==> src/rtl/lcd_seq_pkg.sv <==
// lcd_seq_pkg: state encodings, default panel timing and rail decode for lcd_power_sequencer
package lcd_seq_pkg;
  typedef enum logic [2:0] {
    S_OFF     = 3'd0,
    S_VDD_UP  = 3'd1,
    S_LVDS_UP = 3'd2,
    S_ON      = 3'd3,
    S_BL_DN   = 3'd4,
    S_LVDS_DN = 3'd5
  } seqStateT;
  localparam int DEF_CLOCK_KHZ        = 25000;
  localparam int DEF_T_VDD_LVDS_MS    = 10;
  localparam int DEF_T_LVDS_BL_MS     = 200;
  localparam int DEF_T_BL_LVDS_MS     = 200;
  localparam int DEF_T_LVDS_VDD_MS    = 10;
  localparam int DEF_T_OFF_MIN_MS     = 500;
  localparam int DEF_VSYNC_TIMEOUT_MS = 100;
  function automatic logic [2:0] railsOf(seqStateT s);
    return s == S_VDD_UP  ? 3'b100 :
           s == S_LVDS_UP ? 3'b110 :
           s == S_ON      ? 3'b111 :
           s == S_BL_DN   ? 3'b110 :
           s == S_LVDS_DN ? 3'b100 : 3'b000;
  endfunction
endpackage

==> src/rtl/seq_ms_timer.sv <==
// seq_ms_timer: millisecond dwell timer (prescaler + ms down-counter)
//  sysClock/sysReset: clock, sync active-high reset (reset leaves the timer expired)
//  load/loadValue: restart with loadValue ms; done: high in the last cycle of the dwell and after
module seq_ms_timer #(
  parameter int CLOCK_KHZ = 25000
) (
  input  logic        sysClock,
  input  logic        sysReset,
  input  logic        load,
  input  logic [15:0] loadValue,
  output logic        done
);
  localparam int PW = CLOCK_KHZ > 1 ? $clog2(CLOCK_KHZ) : 1;
  logic [PW-1:0] preCnt;
  logic [15:0]   msCnt;
  always_ff @(posedge sysClock) begin
    if (sysReset) begin
      preCnt <= '0;
      msCnt  <= '0;
    end else if (load) begin
      preCnt <= PW'(CLOCK_KHZ - 1);
      msCnt  <= loadValue;
    end else if (preCnt == '0) begin
      preCnt <= PW'(CLOCK_KHZ - 1);
      msCnt  <= msCnt == '0 ? '0 : msCnt - 16'd1;
    end else begin
      preCnt <= preCnt - 1'b1;
    end
  end
  // done one cycle early so a transition taken on it lands exactly T*CLOCK_KHZ cycles after load
  assign done = (msCnt == '0) | (msCnt == 16'd1 & preCnt == '0);
endmodule

==> src/rtl/lcd_power_sequencer.sv <==
// lcd_power_sequencer: panel VDD / LVDS / backlight power sequencer with vsync watchdog
//  sysClock, sysReset (sync, active-high); panelOnReq level request; vsync async LTDC vsync;
//  brightness backlight duty; panelVdd, lvdsEnable, blEnable rails; blPwm backlight PWM;
//  panelReady high in S_ON; videoFault sticky watchdog trip; seqState current state.
//  Define BACKLIGHT_PWM_EN to generate blPwm from brightness; otherwise blPwm = blEnable.
module lcd_power_sequencer import lcd_seq_pkg::*; #(
  parameter int CLOCK_KHZ        = DEF_CLOCK_KHZ,
  parameter int T_VDD_LVDS_MS    = DEF_T_VDD_LVDS_MS,
  parameter int T_LVDS_BL_MS     = DEF_T_LVDS_BL_MS,
  parameter int T_BL_LVDS_MS     = DEF_T_BL_LVDS_MS,
  parameter int T_LVDS_VDD_MS    = DEF_T_LVDS_VDD_MS,
  parameter int T_OFF_MIN_MS     = DEF_T_OFF_MIN_MS,
  parameter int VSYNC_TIMEOUT_MS = DEF_VSYNC_TIMEOUT_MS
) (
  input  logic       sysClock,
  input  logic       sysReset,
  input  logic       panelOnReq,
  input  logic       vsync,
  input  logic [7:0] brightness,
  output logic       panelVdd,
  output logic       lvdsEnable,
  output logic       blEnable,
  output logic       blPwm,
  output logic       panelReady,
  output logic       videoFault,
  output logic [2:0] seqState
);
  seqStateT    state, nextState;
  logic        seqDone, wdDone, vsyncRise, trip, powerOk, reqLowSeen;
  logic [2:0]  vsyncSync;
  logic [15:0] dwell;
  // [0],[1] synchroniser flops, [2] previous synchronised value for edge detect
  assign vsyncRise = vsyncSync[1] & ~vsyncSync[2];
  assign trip      = (state == S_ON) & wdDone & ~vsyncRise;
  assign powerOk   = ~videoFault | reqLowSeen;
  assign seqState  = state;
  always_comb begin
    nextState = state;
    case (state)
      S_OFF:     nextState = panelOnReq & seqDone & powerOk ? S_VDD_UP : S_OFF;
      S_VDD_UP:  nextState = ~panelOnReq ? S_OFF : seqDone ? S_LVDS_UP : S_VDD_UP;
      S_LVDS_UP: nextState = ~panelOnReq ? S_LVDS_DN : seqDone ? S_ON : S_LVDS_UP;
      S_ON:      nextState = ~panelOnReq | trip ? S_BL_DN : S_ON;
      S_BL_DN:   nextState = seqDone ? S_LVDS_DN : S_BL_DN;
      S_LVDS_DN: nextState = seqDone ? S_OFF : S_LVDS_DN;
      default:   nextState = S_LVDS_DN;
    endcase
    dwell = nextState == S_OFF     ? 16'(T_OFF_MIN_MS)  :
            nextState == S_VDD_UP  ? 16'(T_VDD_LVDS_MS) :
            nextState == S_LVDS_UP ? 16'(T_LVDS_BL_MS)  :
            nextState == S_BL_DN   ? 16'(T_BL_LVDS_MS)  :
            nextState == S_LVDS_DN ? 16'(T_LVDS_VDD_MS) : 16'd0;
  end
  always_ff @(posedge sysClock) begin
    if (sysReset) begin
      state                            <= S_OFF;
      {panelVdd, lvdsEnable, blEnable} <= 3'b000;
      panelReady                       <= 1'b0;
      videoFault                       <= 1'b0;
      reqLowSeen                       <= 1'b0;
      vsyncSync                        <= 3'b000;
    end else begin
      state                            <= nextState;
      {panelVdd, lvdsEnable, blEnable} <= railsOf(nextState);
      panelReady                       <= nextState == S_ON;
      videoFault                       <= trip | (videoFault & ~(state == S_OFF & nextState == S_VDD_UP));
      reqLowSeen                       <= trip ? ~panelOnReq : reqLowSeen | ~panelOnReq;
      vsyncSync                        <= {vsyncSync[1:0], vsync};
    end
  end
  seq_ms_timer #(.CLOCK_KHZ(CLOCK_KHZ)) seqTimer (
    .sysClock  (sysClock),
    .sysReset  (sysReset),
    .load      (nextState != state),
    .loadValue (dwell),
    .done      (seqDone)
  );
  // held in load outside S_ON so it starts fresh on S_ON entry
  seq_ms_timer #(.CLOCK_KHZ(CLOCK_KHZ)) wdTimer (
    .sysClock  (sysClock),
    .sysReset  (sysReset),
    .load      ((state != S_ON) | vsyncRise),
    .loadValue (16'(VSYNC_TIMEOUT_MS)),
    .done      (wdDone)
  );
`ifdef BACKLIGHT_PWM_EN
  localparam int PWM_DIV = CLOCK_KHZ / 256 < 1 ? 1 : CLOCK_KHZ / 256;
  localparam int PPW     = PWM_DIV > 1 ? $clog2(PWM_DIV) : 1;
  logic [PPW-1:0] pwmPre;
  logic [7:0]     pwmCnt, duty;
  logic           pwmStep;
  assign pwmStep = pwmPre == PPW'(PWM_DIV - 1);
  always_ff @(posedge sysClock) begin
    if (sysReset) begin
      pwmPre <= '0;
      pwmCnt <= '0;
      duty   <= '0;
    end else begin
      pwmPre <= pwmStep ? '0 : pwmPre + 1'b1;
      pwmCnt <= pwmStep ? pwmCnt + 8'd1 : pwmCnt;
      duty   <= pwmStep & pwmCnt == 8'hff ? brightness : duty;
    end
  end
  assign blPwm = blEnable & (pwmCnt < duty);
`else
  logic unusedBrightness;
  assign unusedBrightness = ^brightness;
  assign blPwm = blEnable;
`endif
endmodule

==> config.mk <==
export PLATFORM = sky130hd
export DESIGN_NAME = lcd_power_sequencer
export DESIGN_NICKNAME = d
export VERILOG_FILES = /design/src/rtl/lcd_seq_pkg.sv /design/src/rtl/seq_ms_timer.sv /design/src/rtl/lcd_power_sequencer.sv
export SDC_FILE = /design/constraint.sdc
export NUM_CORES = 1
export LEC_CHECK = 0
export ABC_AREA = 1
export BUFFER_PORTS_ARGS = -buffer_cell sky130_fd_sc_hd__clkbuf_2
export CAP_MARGIN = 10
export CORE_ASPECT_RATIO = 1.4
export CORE_MARGIN = 1.5
export CORE_UTILIZATION = 55
export CTS_BUF_LIST = sky130_fd_sc_hd__clkbuf_8
export DETAILED_ROUTE_END_ITERATION = 10
export PLACE_DENSITY = 0.76
export SYNTH_ARGS = -nofsm -noshare
export SYNTH_HDL_FRONTEND = slang
export SYNTH_SLANG_ARGS = --single-unit
==> constraint.sdc <==
create_clock -name sysClock -period 3.7 [get_ports sysClock]
set_input_delay 0.37 -clock sysClock [delete_from_list [all_inputs] [get_ports sysClock]]
set_output_delay 0.37 -clock sysClock [all_outputs]
set_load 0.005 [all_outputs]
Word level (Yosys, flattened, before mapping):

Index checks and enable logic that the tools add are counted.

* bits in registers: 74
* input port bits: 12
* output and inout bits: 9

* add/subtract/negate cells: 4
* equal/unequal tests: 14
* multiplexer cells: 30
* bitwise gates (word level): 21
* reductions and logical operators: 13

Operators with widths (count)
* 16-bit 2-to-1 mux: 4
* 15-bit 2-to-1 mux: 4
* 16-bit by 1-bit equality test with 1-bit output, second input constant: 2
* 16-bit zero test: 2
* 16-bit by 1-bit subtractor with 16-bit output, second input constant: 2
* 15-bit zero test: 2
* 15-bit by 1-bit subtractor with 15-bit output, second input constant: 2
* 3-bit 2-to-1 mux: 8
* 8-bit 2-to-1 mux: 3
* 3-bit one-hot mux with 6 select lines: 1
* 7-bit 2-to-1 mux: 2
* 3-bit by 2-bit equality test with 1-bit output, second input constant: 4
* 3-bit equality test, second input constant: 4
* 1-bit AND: 9
* 9-bit 2-to-1 mux: 1
* 3-bit OR reduction: 3
* 1-bit bitwise OR: 7
* 3-bit by 1-bit equality test with 1-bit output, second input constant: 2
* 3-bit zero test: 2
* 1-bit inverter: 5
* 1-bit 2-to-1 mux: 4
* 2-bit 2-to-1 mux: 2
* 4-bit 2-to-1 mux: 1
* 2-bit nonzero test: 2
* other kinds (3): 4

Longest topological paths before layout:

* depth in word-level cells: 15
* mapped depth: 19
* gate-level depth less buffers: 19

By module:

From an unflattened synthesis, not the netlist that was laid out.

* cells, all modules: 725
* area, all modules: 4584.4 µm²

Modules (own cells, without submodules)
* seq_ms_timer at seqTimer: instances 1, cells an instance 316, area an instance 1979.4 µm²
* seq_ms_timer at wdTimer: instances 1, cells an instance 307, area an instance 1956.9 µm²
* lcd_power_sequencer: instances 1, cells an instance 102, area an instance 648.1 µm²

Worst setup path after synthesis:

Ideal clock, no wire load.

* path kind: register to register
* start: register seqTimer.preCnt[0]
* end: register seqTimer.preCnt[11]
* setup time: 66 ps
* arrival: 1969 ps
* data required time: 3634 ps
* slack: 1665 ps
* stages on the path, launching flop included: 17
* period minus slack after synthesis: 2035 ps
* path through: dfxtp_1 -> inv_1 -> ha_1 -> inv_1 -> nor2_1 -> nand3_2 -> nor2_8 -> nand2_4 -> nand4_4 -> nand2_2 -> nor2_4 -> nand2_2 -> nand2_4 -> nand3_4 -> nor2_8 -> nand2_4 -> a21oi_2

* cells in the longest elaborated chain, start to end: 9
* elaborated cells on any way between the ends: 16

Ends and longest elaborated chain
* from (decl): line seq_ms_timer.sv:14 `logic [PW-1:0] preCnt;`
* from (signal assigned): line seq_ms_timer.sv:21 `preCnt <= PW'(CLOCK_KHZ - 1);`
* from (signal assigned): line seq_ms_timer.sv:24 `preCnt <= PW'(CLOCK_KHZ - 1);`
* from (signal assigned): line seq_ms_timer.sv:27 `preCnt <= preCnt - 1'b1;`
* 15-bit zero test: line seq_ms_timer.sv:23, seq_ms_timer.sv:31
* 1-bit AND: line seq_ms_timer.sv:31 `assign done = (msCnt == '0) | (msCnt == 16'd1 & preCnt == '0);`
* 1-bit bitwise OR: line seq_ms_timer.sv:31
* 1-bit AND (2 in series): line lcd_power_sequencer.sv:40 `S_OFF: nextState = panelOnReq & seqDone & powerOk ? S_VDD_UP : S_OFF;`
* 1-bit 2-to-1 mux: line lcd_power_sequencer.sv:40
* 3-bit one-hot mux with 6 select lines: line lcd_power_sequencer.sv:39 `case (state)`
* 3-bit inequality test: line lcd_power_sequencer.sv:74 `.load (nextState != state),`
* 3-bit OR reduction (no source line)

Several ways; a longest one is shown, not always the timed one.
A chain may end at the register's enable or synchronous reset.

Final worst setup path:

* start: register seqTimer.preCnt[0]
* end: register seqTimer.preCnt[6]

The elaborated chain is that of the path after synthesis.

==> flow_metrics.py <==
metrics = {
    "status": {
        "status": "finished clean",
    },
    "setup_path": {
        "rr_startpoint": "seqTimer.preCnt[0]",
        "critPathKind": "flop to flop",
        "cp.arrival_ns": 2.63,
        "rr_worst_depth": 18,
        "worstPathMaxFanout": 10,
        "startpoint_type": "flop",
        "end_kind": "flop",
        "rr_endpoint": "seqTimer.preCnt[6]",
        "crit_required_ns": 3.99,
        "reg2reg_setup_slack_ns": 1.36,
    },
    "synth": {
        "ys.flop_type": "dfxtp_1",
        "yosysTopAreaCellShare": 0.356,
        "yosysWarningCount": 0,
        "ys_top_cells_by_area": "dfxtp_1 36%, nand2_1 9.5%, nor2_1 8.5%",
        "async_flop_share": 0,
        "yosys.area.top_type": "dfxtp_1",
        "synth-seq-area-share": 0.356,
        "synth-edff-count": 0,
        "netlist_area_um2": 4160,
        "synth-seq-cells": 74,
        "syn_inst": 590,
        "syn_area_per_cell_um2": 7.04,
        "synth.net_count": 611,
        "synthDistinctLibCells": 40,
    },
    "placed_design": {
        "port_buffers": 12,
        "hpwlAfterDp_um": 6330,
        "routabilityCongestion": 0.840,
    },
    "timing": {
        "fin_tns_setup_ns": 0,
        "period_needed_ns": 2.34,
        "fin_skew_ns": 0.0130,
        "slew_viol_final": 0,
        "slew_headroom": 0.557,
        "fin_worst_hold_slack_ns": 0.193,
        "final-setup-viol-count": 0,
        "clock.fmax_ghz": 0.427,
        "worst_pin_slew_ns": 0.664,
        "rsz0062_at_grt": "false",
        "finalHoldViolCount": 0,
        "post-route-period-util": 0.632,
    },
    "route": {
        "drtIter0Drc": 178,
        "drtPass1Iterations": 4,
        "viasPerCell": 5.06,
        "drc": 0,
        "finalWirelength_um": 8390,
        "vias": 3578,
        "ant_nets": 0,
        "wire_per_inst_um": 11.9,
    },
    "die": {
        "initial_core_util": 0.568,
        "die_w_um": 76.5,
        "ios": 21,
        "dieArea_um2": 8100,
        "fp.dieH_um": 106,
        "rows": 37,
        "core_region_area_um2": 7310,
    },
    "clocking": {
        "cts_root_buffer": "clkbuf_8",
        "clkSinkCount": 74,
        "cts_setup_buffers": 0,
        "cts-htree-levels": 3,
        "path_clk_slew_ns": 0.08,
        "tritoncts": "done",
        "clock_path_buffers": 2,
        "cts_resized": 0,
        "ctsHoldBuffers": 0,
        "worstSkewPairLatency_ns": 0.36,
        "cts_inserted_buffers": 9,
    },
    "layout": {
        "fillers": 713,
        "drive_above_1_share": 0.151,
        "mostFrequentLayoutCells": "105 x nand2_1, 94 x nor2_1, 87 x inv_1",
        "syn_to_final_growth_pct": 8.70,
        "nNetsFinal": 627,
        "insertedDiodeCount": 0,
        "layout_commonest_cell": "nand2_1",
    },
    "grt": {
        "grt_overflow": 0,
        "grt_max_degree": 31,
        "antenna_found_initial": 0,
        "grtUsageTotal": 0.225,
        "grt_pass1_wl_um": 14800,
        "grt_pass1_vias": 3511,
    },
    "power": {
        "power.density_nw_per_um2": 749,
        "peakVddDrop_uv": 396,
        "p_leak_nw": 2.05,
    },
    "min_path": {
        "holdCritPathClass": "input pin to flop",
        "min_to": "vsyncSync[0]",
        "min_from": "vsync",
        "hold_depth": 3,
    },
    "run": {
        "drv_cap": 0,
    },
}
==> power breakdown <==
group          leakage (nW)  internal [mW]  total [mW]  switching [mW]
clock network         0.110          0.393       0.699           0.306
logic                  1.34          0.554        1.66            1.10
registers             0.606          0.928        1.03          0.0994
==> logic make-up (layout without fill, tap and decap cells) <==
logic type,count (synthesis),after routing,synth area share
simple gates,294,294,0.348
buf+inv,108,128,0.101
compound gates,76,76,0.106
flops,74,74,0.356
xor+xnor,29,29,0.0611
fa+ha+maj,9,9,0.0271
==> cells in the mapped netlist, types with 6 or more instances <==
cell type	instances
nand2_1	105
nand2_2	10
nand4_1	9
nor3_1	13
o21ai_0	23
nand3_2	6
nand3_1	22
xor2_1	27
nor2_2	10
inv_2	13
nor2_1	94
a21oi_1	30
ha_1	9
a21oi_2	8
inv_1	86
dfxtp_1	74
==> through the flow <==
step           setup slack (ns)  std cells  instance area, um2  utilization  power [mW]
2_1_floorplan              1.67        590                4160            -        2.42
3_3_place_gp               1.40        692                4300        0.588        2.67
3_5_place_dp               1.36        692                4300        0.588        2.71
4_1_cts                    1.34        707                4520        0.618        3.41
5_1_grt                    1.07        707                4520        0.618        3.68
6_report                   1.36        707                4520        0.618        3.38
==> registers in the layout, indices dropped and copies added, names as in the netlist <==
name             cells
blEnable             1
lvdsEnable           1
panelReady           1
panelVdd             1
reqLowSeen           1
seqState             3
seqTimer.msCnt      16
seqTimer.preCnt     15
videoFault           1
vsyncSync            3
wdTimer.msCnt       16
wdTimer.preCnt      15
==> critical path: stages, from the launching register on <==
cell	delay, ns
dfxtp_1	0.33
inv_1	0.09
ha_1	0.15
inv_1	0.06
nor2_1	0.11
nand3_2	0.13
nor2_8	0.21
nand2_4	0.10
nand2_1	0.07
nand2_1	0.06
nand2_1	0.07
nand2_1	0.07
nand3_2	0.08
nand2_2	0.08
inv_2	0.09
nand3_4	0.15
nor2_8	0.20
nand2_4	0.13
a21oi_2	0.12
==> layout make-up <==
cell class	instances	area (um2)	share of cell area
multi-input combinational	408	2250	0.499
sequential	74	1480	0.328
inverter	100	375	0.0831
clock buffer	10	138	0.0305
tap	97	121	0.0269
clock inverter	5	80.1	0.0177
timing repair buffer	13	67.6	0.0150
==> how the worst max path moves through the flow <==
stage                            start  depth (start not counted)                   to  slack [ns]
floorplan           seqTimer.preCnt[0]                         16  seqTimer.preCnt[11]        1.67
global placement    seqTimer.preCnt[0]                         19    seqTimer.msCnt[2]        1.40
detailed placement  seqTimer.preCnt[0]                         18  seqTimer.preCnt[12]        1.36
CTS                 seqTimer.preCnt[0]                         18   seqTimer.preCnt[6]        1.34
global route         wdTimer.preCnt[0]                         18    seqTimer.msCnt[8]        1.07
finish              seqTimer.preCnt[0]                         18   seqTimer.preCnt[6]        1.36
==> layer usage <==
| metal | track usage | wire [um] | vias up | part of all wire |
|---|---|---|---|---|
| li1 | - | - | 1883 | - |
| met1 | 0.237 | 3460 | 1636 | 0.41 |
| met2 | 0.420 | 4470 | 45 | 0.53 |
| met3 | 0.0519 | 301 | 14 | 0.036 |
| met4 | 0.0979 | 157 | 0 | 0.019 |
| met5 | 0 | 0 | - | 0 |
No activity file was read; power rests on OpenSTA's default activity.
